**config.mk**
```make
export PLATFORM = sky130hd
export DESIGN_NAME = contador_modular_param
export DESIGN_NICKNAME = d
export VERILOG_FILES = /design/src/rtl/contador_pkg.sv /design/src/rtl/contador_saturado.sv /design/src/rtl/contador_modular_param.sv
export SDC_FILE = /design/constraint.sdc
export NUM_CORES = 1
export LEC_CHECK = 0
export ABC_CLOCK_PERIOD_IN_PS = 2250
export BUFFER_PORTS_ARGS = -buffer_cell sky130_fd_sc_hd__buf_2
export CAP_MARGIN = 40
export CORE_MARGIN = 2
export CORE_UTILIZATION = 51
export DETAILED_ROUTE_END_ITERATION = 8
export PLACE_DENSITY = 0.76
export RECOVER_POWER = 50
export SYNTH_ARGS = -nofsm -noshare
export SYNTH_HDL_FRONTEND = slang
export SYNTH_SLANG_ARGS = --single-unit
```
**constraint.sdc**
```tcl
create_clock -name clock_in -period 2.25 [get_ports clock_in]
set_clock_uncertainty 0.1 [all_clocks]
set_input_delay 0.1125 -clock clock_in [delete_from_list [all_inputs] [get_ports clock_in]]
set_output_delay 0.1125 -clock clock_in [all_outputs]
set_load 0.005 [all_outputs]
```
**src/rtl/contador_pkg.sv**
```systemverilog
// rtl/contador_pkg.sv - shared state encodings and load clamp for the modular action counter
package contador_pkg;

  typedef enum logic [1:0] {
    ST_OFF  = 2'b00,
    ST_RUN  = 2'b01,
    ST_DONE = 2'b10
  } state_t;

  // Out-of-range load values pin to the top of the count range.
  function automatic logic [31:0] clamp_load(input logic [31:0] value, input logic [31:0] modulo);
    return (value >= modulo) ? (modulo - 32'd1) : value;
  endfunction

endpackage

```
**src/rtl/contador_saturado.sv**
```systemverilog
// rtl/contador_saturado.sv - saturating incrementer with synchronous clear
module contador_saturado #(
  parameter int unsigned W = 8
) (
  input  logic         clk_i,
  input  logic         clear_i,
  input  logic         inc_i,
  output logic [W-1:0] count_o
);

  logic [W-1:0] count_q, count_d;

  always_comb begin
    count_d = count_q;
    if (clear_i) begin
      count_d = '0;
    end else if (inc_i && (count_q != {W{1'b1}})) begin
      count_d = count_q + 1'b1;
    end
  end

  always_ff @(posedge clk_i) begin
    count_q <= count_d;
  end

  assign count_o = count_q;

endmodule

```
**src/rtl/contador_modular_param.sv**
```systemverilog
// rtl/contador_modular_param.sv - modulo up/down action counter with load, power gate and one-shot mode
module contador_modular_param
  import contador_pkg::*;
#(
  parameter int unsigned WIDTH       = 3,
  parameter int unsigned MODULO      = 6,
  parameter int unsigned RESET_VALUE = 5,
  parameter int unsigned ONE_SHOT    = 0,
  parameter int unsigned WRAP_W      = 8
) (
  input  logic              clock_in,
  input  logic              reset,
  input  logic              power,
  input  logic              enable,
  input  logic              up_down,
  input  logic              load,
  input  logic [WIDTH-1:0]  load_value,
  output logic [WIDTH-1:0]  bits_out,
  output logic              terminal,
  output logic              done,
  output logic [WRAP_W-1:0] wraps
);

  localparam logic [WIDTH-1:0] MAX_C = WIDTH'(MODULO - 1);
  localparam logic [WIDTH-1:0] RST_C = WIDTH'(RESET_VALUE);

  state_t           state_q, state_d;
  logic [WIDTH-1:0] count_q, count_d;
  logic             terminal_q, terminal_d;
  logic             done_q, done_d;
  logic             wrap_inc;
  logic [WIDTH-1:0] load_clamped;

  assign load_clamped = WIDTH'(clamp_load(32'(load_value), 32'(MODULO)));

  always_comb begin
    state_d    = state_q;
    count_d    = count_q;
    terminal_d = 1'b0;
    wrap_inc   = 1'b0;
    if (reset) begin
      state_d = power ? ST_RUN : ST_OFF;
      count_d = RST_C;
    end else if (!power) begin
      state_d = ST_OFF;
      count_d = '0;
    end else begin
      case (state_q)
        // Power-up edge only changes state; counting starts on the next edge.
        ST_OFF: begin
          state_d = ST_RUN;
          count_d = '0;
        end
        ST_RUN: begin
          if (load) begin
            count_d = load_clamped;
          end else if (enable) begin
            if (up_down) begin
              if (count_q == MAX_C) begin
                if (ONE_SHOT != 0) begin
                  state_d = ST_DONE;
                end else begin
                  count_d    = '0;
                  terminal_d = 1'b1;
                  wrap_inc   = 1'b1;
                end
              end else begin
                count_d = count_q + 1'b1;
              end
            end else begin
              if (count_q == '0) begin
                if (ONE_SHOT != 0) begin
                  state_d = ST_DONE;
                end else begin
                  count_d    = MAX_C;
                  terminal_d = 1'b1;
                  wrap_inc   = 1'b1;
                end
              end else begin
                count_d = count_q - 1'b1;
              end
            end
          end
        end
        ST_DONE: begin
          if (load) begin
            state_d = ST_RUN;
            count_d = load_clamped;
          end
        end
        default: begin
          state_d = ST_OFF;
          count_d = '0;
        end
      endcase
    end
    done_d = (state_d == ST_DONE);
  end

  always_ff @(posedge clock_in) begin
    state_q    <= state_d;
    count_q    <= count_d;
    terminal_q <= terminal_d;
    done_q     <= done_d;
  end

  contador_saturado #(.W(WRAP_W)) u_wraps (
    .clk_i   (clock_in),
    .clear_i (reset),
    .inc_i   (wrap_inc),
    .count_o (wraps)
  );

  assign bits_out = count_q;
  assign terminal = terminal_q;
  assign done     = done_q;

endmodule

```
* Word-level counts from Yosys, hierarchy flattened
Index checks and enable logic that the tools add are counted.
Widths: inputs -> output; s select.
** Operators by class
- Bitwise operators :: 1
- Reduce and logical (&&, ||, !) cells :: 6
- $lt $le $gt $ge :: 1
- Muxes and demuxes :: 22
- Equality and inequality tests :: 9
- Add/subtract/negate cells :: 3
** Operators with widths (count)
- $mux 3 :: 8
- $mux 1 :: 9
- $add 8x1->8 const B :: 1
- $ne 8x8->1 const B :: 1
- $mux 2 :: 3
- $ne 3x3->1 const B :: 2
- $pmux 2 s3 :: 1
- $pmux 3 s2 :: 1
- $eq 2x2->1 const B :: 2
- $ne 4x4->1 const B :: 1
- $reduce_and 2->1 :: 2
- $add 3x1->3 const B :: 1
- $eq 3x3->1 const B :: 1
- $ge 3x3->1 const B :: 1
- $logic_not 3->1 :: 1
- $sub 3x1->3 const B :: 1
- $eq 2x1->1 const B :: 1
- $logic_not 2->1 :: 1
- $ne 2x2->1 const B :: 1
- $reduce_or 2->1 :: 1
- $logic_and 1x1->1 :: 1
- $not 1->1 :: 1
** Storage, ports and cells
- Output and inout port bits :: 13
- Logic and storage cells :: 48
- Register bits after elaboration :: 15

* Logic depth before layout (Yosys ltp)
Gate-level depths: netlist of the first run.
- Depth after elaboration :: 9
- Depth in mapped cells :: 7
- Depth with buffers taken out :: 6

* Modules after synthesis
Synthesis of the first run repeated with hierarchy kept, for this count alone.
** Second synthesis, totals
- Cell total of the unflattened synthesis :: 106
- Area, all modules :: 939.7 um^2
** By module, submodules not included
- contador_modular_param :: seq. area each 140.1 um^2, area an instance 509.2 um^2, cells an instance 60, times used 1
- contador_saturado :: seq. area each 160.2 um^2, area an instance 430.4 um^2, cells an instance 46, times used 1

* Worst setup path after synthesis of the first run
OpenSTA, ideal clock, no wires.
- Path type :: reg2reg
- Start point :: register state_q[1]
- End point :: register u_wraps.count_q[4], in the netlist u_wraps.count_o[4]
- Data arrival time :: 1.675 ns
- Data required time :: 2.029 ns
- Slack :: 0.354 ns
- Clock period less this slack :: 1.896 ns
- Cell stages (with the launch flop) :: 7
- Path through :: dfxtp_1 inv_1 ha_1 and4bb_1 o2111ai_2 nor4b_1 mux2_2
** Between the ends
- Word-level cells in the longest chain between the ends :: 5
** Ends and longest elaborated chain
- start: declaration :: RTL line contador_modular_param.sv:27 : state_t state_q, state_d;
- start signal: assignment :: RTL line contador_modular_param.sv:101 : state_q <= state_d;
- $eq 2x1->1 :: RTL line contador_modular_param.sv:48 : case (state_q)
- $mux 1 (2 in a row)
- $mux 1 :: RTL line contador_modular_param.sv:41 : if (reset) begin
- $logic_and 1x1->1 :: RTL line contador_saturado.sv:17 : end else if (inc_i && (count_q != {W{1'b1}})) begin
- end signal: assignment :: RTL line contador_saturado.sv:23 : count_q <= count_d;
- end: declaration :: RTL line contador_saturado.sv:11 : logic [W-1:0] count_q, count_d;
No other way between the ends.
A chain may end at the register's enable or synchronous reset.

* Worst setup path in the final report of the first run
- Start point :: register state_q[1]
- End point :: register u_wraps.count_q[5], in the netlist u_wraps.count_o[5]
The elaborated chain is that of the path after synthesis.

==> results of run 1 <==
==> path summary, 6_finish.rpt <==
path,startpoint,endpoint,slack [ps],cells past startpoint
min reg2reg,u_wraps.count_o[7]$_SDFFE_PP0P_,u_wraps.count_o[7]$_SDFFE_PP0P_,420,2
max,state_q[1]$_DFF_P_,u_wraps.count_o[5]$_SDFFE_PP0P_,170,6
min,power,state_q[0]$_DFF_P_,50,2
max reg2reg,state_q[1]$_DFF_P_,u_wraps.count_o[5]$_SDFFE_PP0P_,170,6
==> per-layer routing <==
metal | global-route usage, % | up-vias
met4 | 5.000 | 0
met3 | 5.882 | 0
met2 | 30.00 | 23
met5 | 0 | -
li1 | - | 458
met1 | 27.76 | 406
==> area by class of cell <==
cell class                      count  area [um2]  area share (%)
Clock buffer                        3       22.52           2.123
Clock inverter                      1       5.005          0.4717
Inverter                            8       30.03           2.830
Multi-Input combinational cell     83       565.5           53.30
Sequential cell                    15       300.3           28.30
Tap cell                           25       31.28           2.948
Timing Repair Buffer               22       106.4           10.02
==> registers in the layout, indices dropped and copies added, names as in the netlist <==
register and cells:
bits_out 3, done 1, u_wraps.count_o 8, terminal 1, state_q 2
==> Yosys cell counts (2+ instances only) <==
cell type | count | area (um2)
dfxtp_1 | 15 | 300.3
a21oi_1 | 13 | 65.06
inv_1 | 8 | 30.03
nor2_1 | 7 | 26.28
o21ai_0 | 6 | 30.03
ha_1 | 5 | 62.56
nand2_1 | 5 | 18.77
nand3_1 | 4 | 20.02
nor2b_1 | 4 | 25.02
nand2b_1 | 3 | 18.77
nand4_1 | 3 | 18.77
or3_1 | 3 | 18.77
or4_1 | 3 | 22.52
a32oi_1 | 2 | 17.52
buf_4 | 2 | 15.01
mux2_2 | 2 | 22.52
nor4_1 | 2 | 12.51
nor4b_1 | 2 | 17.52
o21a_1 | 2 | 15.01
o31ai_1 | 2 | 15.01
o41ai_1 | 2 | 17.52
or3b_2 | 2 | 17.52
==> timing repair <==
action                     in CTS  in global routing
setup buffers                   0                  0
setup endpoints to repair       0                  1
gates resized for setup         0                  1
==> power breakdown <==
| group | switching, mW | leakage [nW] | total [mW] | internal, mW |
|---|---|---|---|---|
| registers | 0.00759 | 0.122 | 0.277 | 0.270 |
| clock network | 0.0852 | 0.0177 | 0.151 | 0.0661 |
| logic | 0.0319 | 0.270 | 0.0581 | 0.0262 |
==> logic make-up (layout without fill, tap and decap cells) <==
logic type	after synthesis	count (layout)	share of synthesized area [%]
simple gates	43	43	27.59
compound gates	32	32	22.34
flops	15	15	32.30
buf+inv	13	34	7.536
fa+ha+maj	5	5	6.729
mux	3	3	3.499
==> impl_metrics.yaml, run 1 <==
place:
  dpl_worst_slack_ps: 130.7
  io_buffers: 21
  gp_congestion: 0.8112
  hpwl_mm: 1.355
  dpl.cell_count: 153
  place_area_mm2: 0.001033
clock_tree:
  hold_buffers: 0
  cts_inserted_buffers: 3
  cts_tree: "yes"
  clockRootBuffer: "clkbuf_4"
  cts.clk_slew.worst_paths_ps: 80
  htreeDepth: 1
  clock_latency_ps: 290
  cts_sinks: 15
  cts_buffer_depth: 2
route:
  ant_nets: 0
  firstDrtPassIters: 4
  top_layer: "met3"
  wl_met1_um: 923
  wl_met3_um: 90
  drc: 0
  vias: 887
  routed_wl_mm: 1.892
  wl_met2_um: 878
  drtIter0Drc: 40
  vias_per_cell: 5.650
  routedWlPerCell_um: 12.05
outcome:
  status: "completed"
cells_and_area:
  stdcell_count: 157
  n_antenna_cell: 0
  drive_above_1_share_pct: 21.21
  final_common_cell: "buf_2"
  post-route-util_pct: 61.45
  most-common-layout-cells: "16 x buf_2, 15 x dfxtp_1, 13 x a21oi_1"
  final_nets: 147
  area_delta_synth_final_pct: 14.13
  fillCellCount: 171
  fin_area_mm2: 0.001061
floorplanning:
  fp.coreArea_mm2: 0.001727
  dieArea_mm2: 0.002180
  initial_core_util_pct: 53.84
  rows: 15
  fp.dieH_um: 46.70
  die_w_um: 46.70
  io_pins: 22
logic_synthesis:
  syn-cell-area_um2: 929.6
  syn_nets: 125
  synthDistinctLibCells: 36
  seq_area_frac_synth_pct: 32.30
  synth_edf_count: 0
  synth-seq-cells: 15
  synth_cells: 111
  synth-main-ff-cell: "dfxtp_1"
  ys_async_sr_fraction_pct: 0
  avgSynthCellArea_um2: 8.375
  yosys_warnings: 0
global_routing:
  gr-total-overflow: 0
  grt_max_degree: 16
  antenna_found_initial: 0
  grt_pass1_wl_mm: 3.174
  grtUsageTotal_pct: 19.92
  grt_pass1_vias: 755
timing:
  finalCriticalPeriod_ps: 2076
  fmaxAchievable_mhz: 481.8
  rsz0062_at_grt: "no"
  worst_slew_pin_slew_ps: 579.1
  slew_headroom_pct: 61.25
  finalHoldViolCount: 0
  period_share_pct: 92.25
  fin_tns_setup_ps: 0
  worst_slack_ps: 174.4
  maxSlewViolCount: 0
  setup_viol: 0
  holdWs_ps: 46.94
worst_setup_path:
  crit_path_start_kind: "register"
  crit_slowest_cell: "nor4_1"
  crit_arrival_ps: 2150
  cp_cell_sequence: "inv_1 > ha_1 > and4bb_1 > o2111ai_2 > nor4_1 > mux2_2"
  end_kind: "register"
  crit_type: "register to register"
  cp_top_family: "simple AND/OR/NAND/NOR gates"
  worst-path-buf-inv: 1
  critPathMaxFanout: 8
  cp.required_ps: 2330
  critical_path.max_stage_delay_ps: 360
power:
  power.total_mw: 0.4866
  p_leak_nw: 0.4093
  power.density_mw_per_mm2: 458.6
  peakVddDrop_mv: 0.3570
job:
  cap_violations: 0
hold_path:
  hp-class: "input pin to register"
(Power assumes the default switching activity.)
==> inputs of run 2 (changes only) <==
--- a/config.mk
+++ b/config.mk
@@ -9,9 +9,8 @@
 export BUFFER_PORTS_ARGS = -buffer_cell sky130_fd_sc_hd__buf_2
 export CAP_MARGIN = 40
 export CORE_MARGIN = 2
-export CORE_UTILIZATION = 51
+export CORE_UTILIZATION = 25
 export DETAILED_ROUTE_END_ITERATION = 8
-export PLACE_DENSITY = 0.76
 export RECOVER_POWER = 50
 export SYNTH_ARGS = -nofsm -noshare
 export SYNTH_HDL_FRONTEND = slang
==> impl_metrics.yaml, run 2 (synthesized netlist as in run 1, its figures left out) <==
clock_tree:
  cts_buffer_depth: 2
  htreeDepth: 1
  clockRootBuffer: "clkbuf_8"
  post_cts_resized: 0
  cts_tree: "yes"
  post_cts_buffers: 0
  hold_buffers: 0
  cts_inserted_buffers: 3
  cts.clk_slew.worst_paths_ps: 60
  clock_latency_ps: 250
  cts_sinks: 15
cells_and_area:
  fillCellCount: 371
  drive_above_1_share_pct: 20.45
  largest_reg_flops: 8
  stdcell_count: 180
  n_antenna_cell: 0
  most-common-layout-cells: "15 x dfxtp_1, 15 x buf_2, 13 x a21oi_1"
  area_delta_synth_final_pct: 19.25
  final_nets: 147
worst_setup_path:
  crit_type: "register to register"
  crit_path_start_kind: "register"
  cp.required_ps: 2290
  worstReg2RegEnd: "u_wraps.count_o[5]$_SDFFE_PP0P_"
  crit_arrival_ps: 2070
  rrSetupSlack_ps: 210
  r2r_cells: 6
  critPathMaxFanout: 8
  end_kind: "register"
  r2r_start: "state_q[1]$_DFF_P_"
  crit_path_end: "u_wraps.count_o[5]$_SDFFE_PP0P_"
  startpoint: "state_q[1]$_DFF_P_"
timing:
  slew_headroom_pct: 63.30
  fin_tns_setup_ps: 0
  holdWs_ps: 93.49
  fmaxAchievable_mhz: 491.1
  setup_viol: 0
  finalHoldViolCount: 0
  maxSlewViolCount: 0
  worst_slew_pin_slew_ps: 548.5
  period_share_pct: 90.49
  rsz0062_at_grt: "no"
  finalCriticalPeriod_ps: 2036
route:
  vias_per_cell: 5.033
  ant_nets: 0
  drtIter0Drc: 18
  drc: 0
  firstDrtPassIters: 4
  routed_wl_mm: 2.058
  vias: 906
  routedWlPerCell_um: 11.43
global_routing:
  grt_pass1_vias: 829
  grt_max_degree: 16
  grt_use_met2_pct: 17.91
  grt_use_met3_pct: 2.257
  grt_pass1_wl_mm: 3.608
  antenna_found_initial: 0
  grtUsageTotal_pct: 10.65
  gr-max-usage-layer: "met2"
  gr-total-overflow: 0
  grtUsageMet1_pct: 13.26
place:
  io_buffers: 21
  gp_congestion: 0.8838
  dpl.cell_count: 176
  hpwl_mm: 1.573
power:
  power.density_mw_per_mm2: 501.3
  peakVddDrop_mv: 0.2318
  p_leak_nw: 0.4107
floorplanning:
  initial_core_util_pct: 25.78
  io_pins: 22
  fp.coreArea_mm2: 0.003606
  dieArea_mm2: 0.004222
  rows: 22
  fp.dieH_um: 64.98
  die_w_um: 64.98
job:
  cap_violations: 0
outcome:
  status: "completed"
hold_path:
  hp-class: "input pin to register"
==> run 2: cell types whose count changed in the layout (fill, tap and decap cells not counted) <==
cell,before,now
ha_1,5,4
clkbuf_8,0,3
clkinv_2,1,0
ha_2,0,1
buf_2,16,15
clkbuf_1,5,7
clkbuf_4,3,0
==> run 2: area by class of cell <==
| class | count | area [um2] | area share (%) |
|---|---|---|---|
| Tap cell | 48 | 60.06 | 5.418 |
| Inverter | 8 | 30.03 | 2.709 |
| Timing Repair Buffer | 22 | 105.1 | 9.481 |
| Clock buffer | 4 | 45.04 | 4.063 |
| Sequential cell | 15 | 300.3 | 27.09 |
| Multi-Input combinational cell | 83 | 568.0 | 51.24 |
==> run 2: per-stage QoR <==
step                      worst slack [ps]  instance area, um2  power [mW]  util [%]
after floorplan                      354.3               929.6      0.3241         -
after global placement               221.2                1062      0.3401     29.46
after detailed placement             144.7                1062      0.3425     29.46
after CTS                            136.3                1107      0.5630     30.71
after global routing                 37.76                1109      0.5840     30.74
final                                213.9                1109      0.5557     30.74
==> run 2: how the worst min path moves through the flow <==
stage          startpoint            endpoint  slack, ps  cells past startpoint
2_1_floorplan       power  state_q[0]$_DFF_P_        150                      1
3_3_place_gp        power  state_q[0]$_DFF_P_        340                      2
3_5_place_dp        power  state_q[0]$_DFF_P_        350                      2
4_1_cts             power  state_q[0]$_DFF_P_         90                      2
5_1_grt             power  state_q[0]$_DFF_P_         90                      2
6_report            power  state_q[0]$_DFF_P_         90                      2
==> run 2: per-layer routing <==
layer	vias to the layer above	part of all wire, %
li1	459	-
met1	421	47
met2	23	48
met3	3	3.7
met4	0	1.4
met5	-	0
==> run 2: power breakdown <==
group / total (mW) / switching (mW) / internal [mW]
sequential: 0.278 / 0.00744 / 0.270
combinational: 0.0600 / 0.0337 / 0.0262
clock: 0.218 / 0.0927 / 0.125
==> run 2: worst max-delay path: stages (launching register included) <==
cell and delay (ps):
dfxtp_1 320, inv_1 100, ha_2 240, and4bb_1 240, o2111ai_2 210, nor4_1 350, mux2_2 360
==> inputs of run 3 (changes only) <==
--- a/config.mk
+++ b/config.mk
@@ -11,6 +11,7 @@
 export CORE_MARGIN = 2
 export CORE_UTILIZATION = 25
 export DETAILED_ROUTE_END_ITERATION = 8
+export PLACE_DENSITY_LB_ADDON = 0.15
 export RECOVER_POWER = 50
 export SYNTH_ARGS = -nofsm -noshare
 export SYNTH_HDL_FRONTEND = slang
==> impl_metrics.yaml, run 3 (synthesized netlist as in run 1, its figures left out) <==
outcome:
  status: "completed"
global_routing:
  grt_pass1_vias: 815
  antenna_found_initial: 0
  grt_pass1_wl_mm: 3.712
  gr-total-overflow: 0
  grtUsageTotal_pct: 10.94
  grt_max_degree: 15
worst_setup_path:
  cp_cell_sequence: "inv_1 > ha_1 > and4bb_1 > o2111ai_2 > nor4b_1 > mux2_2"
  critPathMaxFanout: 8
  crit_slowest_cell: "nor4b_1"
  critical_path.max_stage_delay_ps: 390
  r2r_start: "state_q[1]$_DFF_P_"
  crit_arrival_ps: 2050
  crit_path_start_kind: "register"
  cp.required_ps: 2290
  startpoint: "state_q[1]$_DFF_P_"
  end_kind: "register"
  crit_type: "register to register"
cells_and_area:
  final_common_cell: "buf_2"
  largest_reg_flops: 8
  area_delta_synth_final_pct: 20.73
  fin_area_mm2: 0.001122
  drive_above_1_share_pct: 22.22
  final_nets: 150
  n_antenna_cell: 0
  most-common-layout-cells: "17 x buf_2, 15 x dfxtp_1, 13 x a21oi_1"
power:
  power.density_mw_per_mm2: 498.2
  peakVddDrop_mv: 0.1529
  p_leak_nw: 0.4366
route:
  wl_met1_mm: 1.140
  top_layer: "met3"
  drc: 0
  routed_wl_mm: 2.121
  ant_nets: 0
  drtIter0Drc: 46
  routedWlPerCell_um: 11.59
  vias_per_cell: 4.814
  vias: 881
  wl_met2_um: 899
  wl_met3_um: 81
  firstDrtPassIters: 4
floorplanning:
  die_w_um: 64.98
  rows: 22
  dieArea_mm2: 0.004222
  initial_core_util_pct: 25.78
  io_pins: 22
  fp.coreArea_mm2: 0.003606
  fp.dieH_um: 64.98
place:
  gp_congestion: 0.6974
  place_area_mm2: 0.001085
  dpl_worst_slack_ps: 223.2
  hpwl_mm: 1.576
  io_buffers: 21
timing:
  maxSlewViolCount: 0
  rsz0062_at_grt: "no"
  finalHoldViolCount: 0
  period_share_pct: 89.24
  fin_tns_setup_ps: 0
  fmaxAchievable_mhz: 498.0
  slew_headroom_pct: 70.79
  setup_viol: 0
  worst_slew_pin_slew_ps: 433.6
  finalCriticalPeriod_ps: 2008
  holdWs_ps: 81.06
  worst_slack_ps: 242.0
clock_tree:
  htreeDepth: 1
  cts_tree: "yes"
  hold_buffers: 0
  post_cts_resized: 0
  post_cts_buffers: 0
  cts_buffer_depth: 2
  clockRootBuffer: "clkbuf_8"
  cts_inserted_buffers: 3
  clock_latency_ps: 250
  cts_sinks: 15
  cts.clk_slew.worst_paths_ps: 70
job:
  cap_violations: 0
hold_path:
  hp-start: "power"
  hp-class: "input pin to register"
## run 3: path summary, 6_finish.rpt
| check | to | slack [ps] | cells after the start |
|---|---|---|---|
| worst max-delay path | u_wraps.count_o[4]$_SDFFE_PP0P_ | 240 | 6 |
| worst min-delay path | state_q[0]$_DFF_P_ | 80 | 2 |
| worst max register to register | u_wraps.count_o[4]$_SDFFE_PP0P_ | 240 | 6 |
| worst min register to register | u_wraps.count_o[6]$_SDFFE_PP0P_ | 410 | 2 |
## run 3: cell type report
type,count,area (um2)
clock buffer,3,41.29
clock inverter,1,5.005
fill,392,2484
inverter,8,30.03
multi-input combinational,83,559.3
sequential,15,300.3
tap,48,60.06
timing repair buffer,25,126.4
## run 3: where the power goes
group	internal [mW]	leakage (nW)	switching, mW
Combinational	0.0268	0.289	0.0329
Sequential	0.270	0.122	0.00775
Clock	0.123	0.0255	0.0992
Total	0.419	0.437	0.140
## run 3: critical path: cells and delay by family, from the launching register on
kind / cells / cell delay (ps)
AOI/OAI and AO/OA: 1 / 220
adders and majority gates: 1 / 160
buffers and inverters: 1 / 110
DFF: 1 / 330
muxes: 1 / 370
and+or+nand+nor: 2 / 620
## run 3: per-layer routing
layer / vias up / GRT usage (%)
met2: 19 / 15.46
met5: - / 0
met1: 396 / 16.39
met3: 0 / 1.215
li1: 466 / -
met4: 0 / 4.787
## run 3: per-stage QoR
stage / total power, mW / utilization, % / cells
5_1_grt: 0.5890 / 31.12 / 183
2_1_floorplan: 0.3241 / - / 111
4_1_cts: 0.5684 / 31.37 / 183
3_5_place_dp: 0.3452 / 30.08 / 179
3_3_place_gp: 0.3456 / 30.08 / 179
6_report: 0.5591 / 31.12 / 183
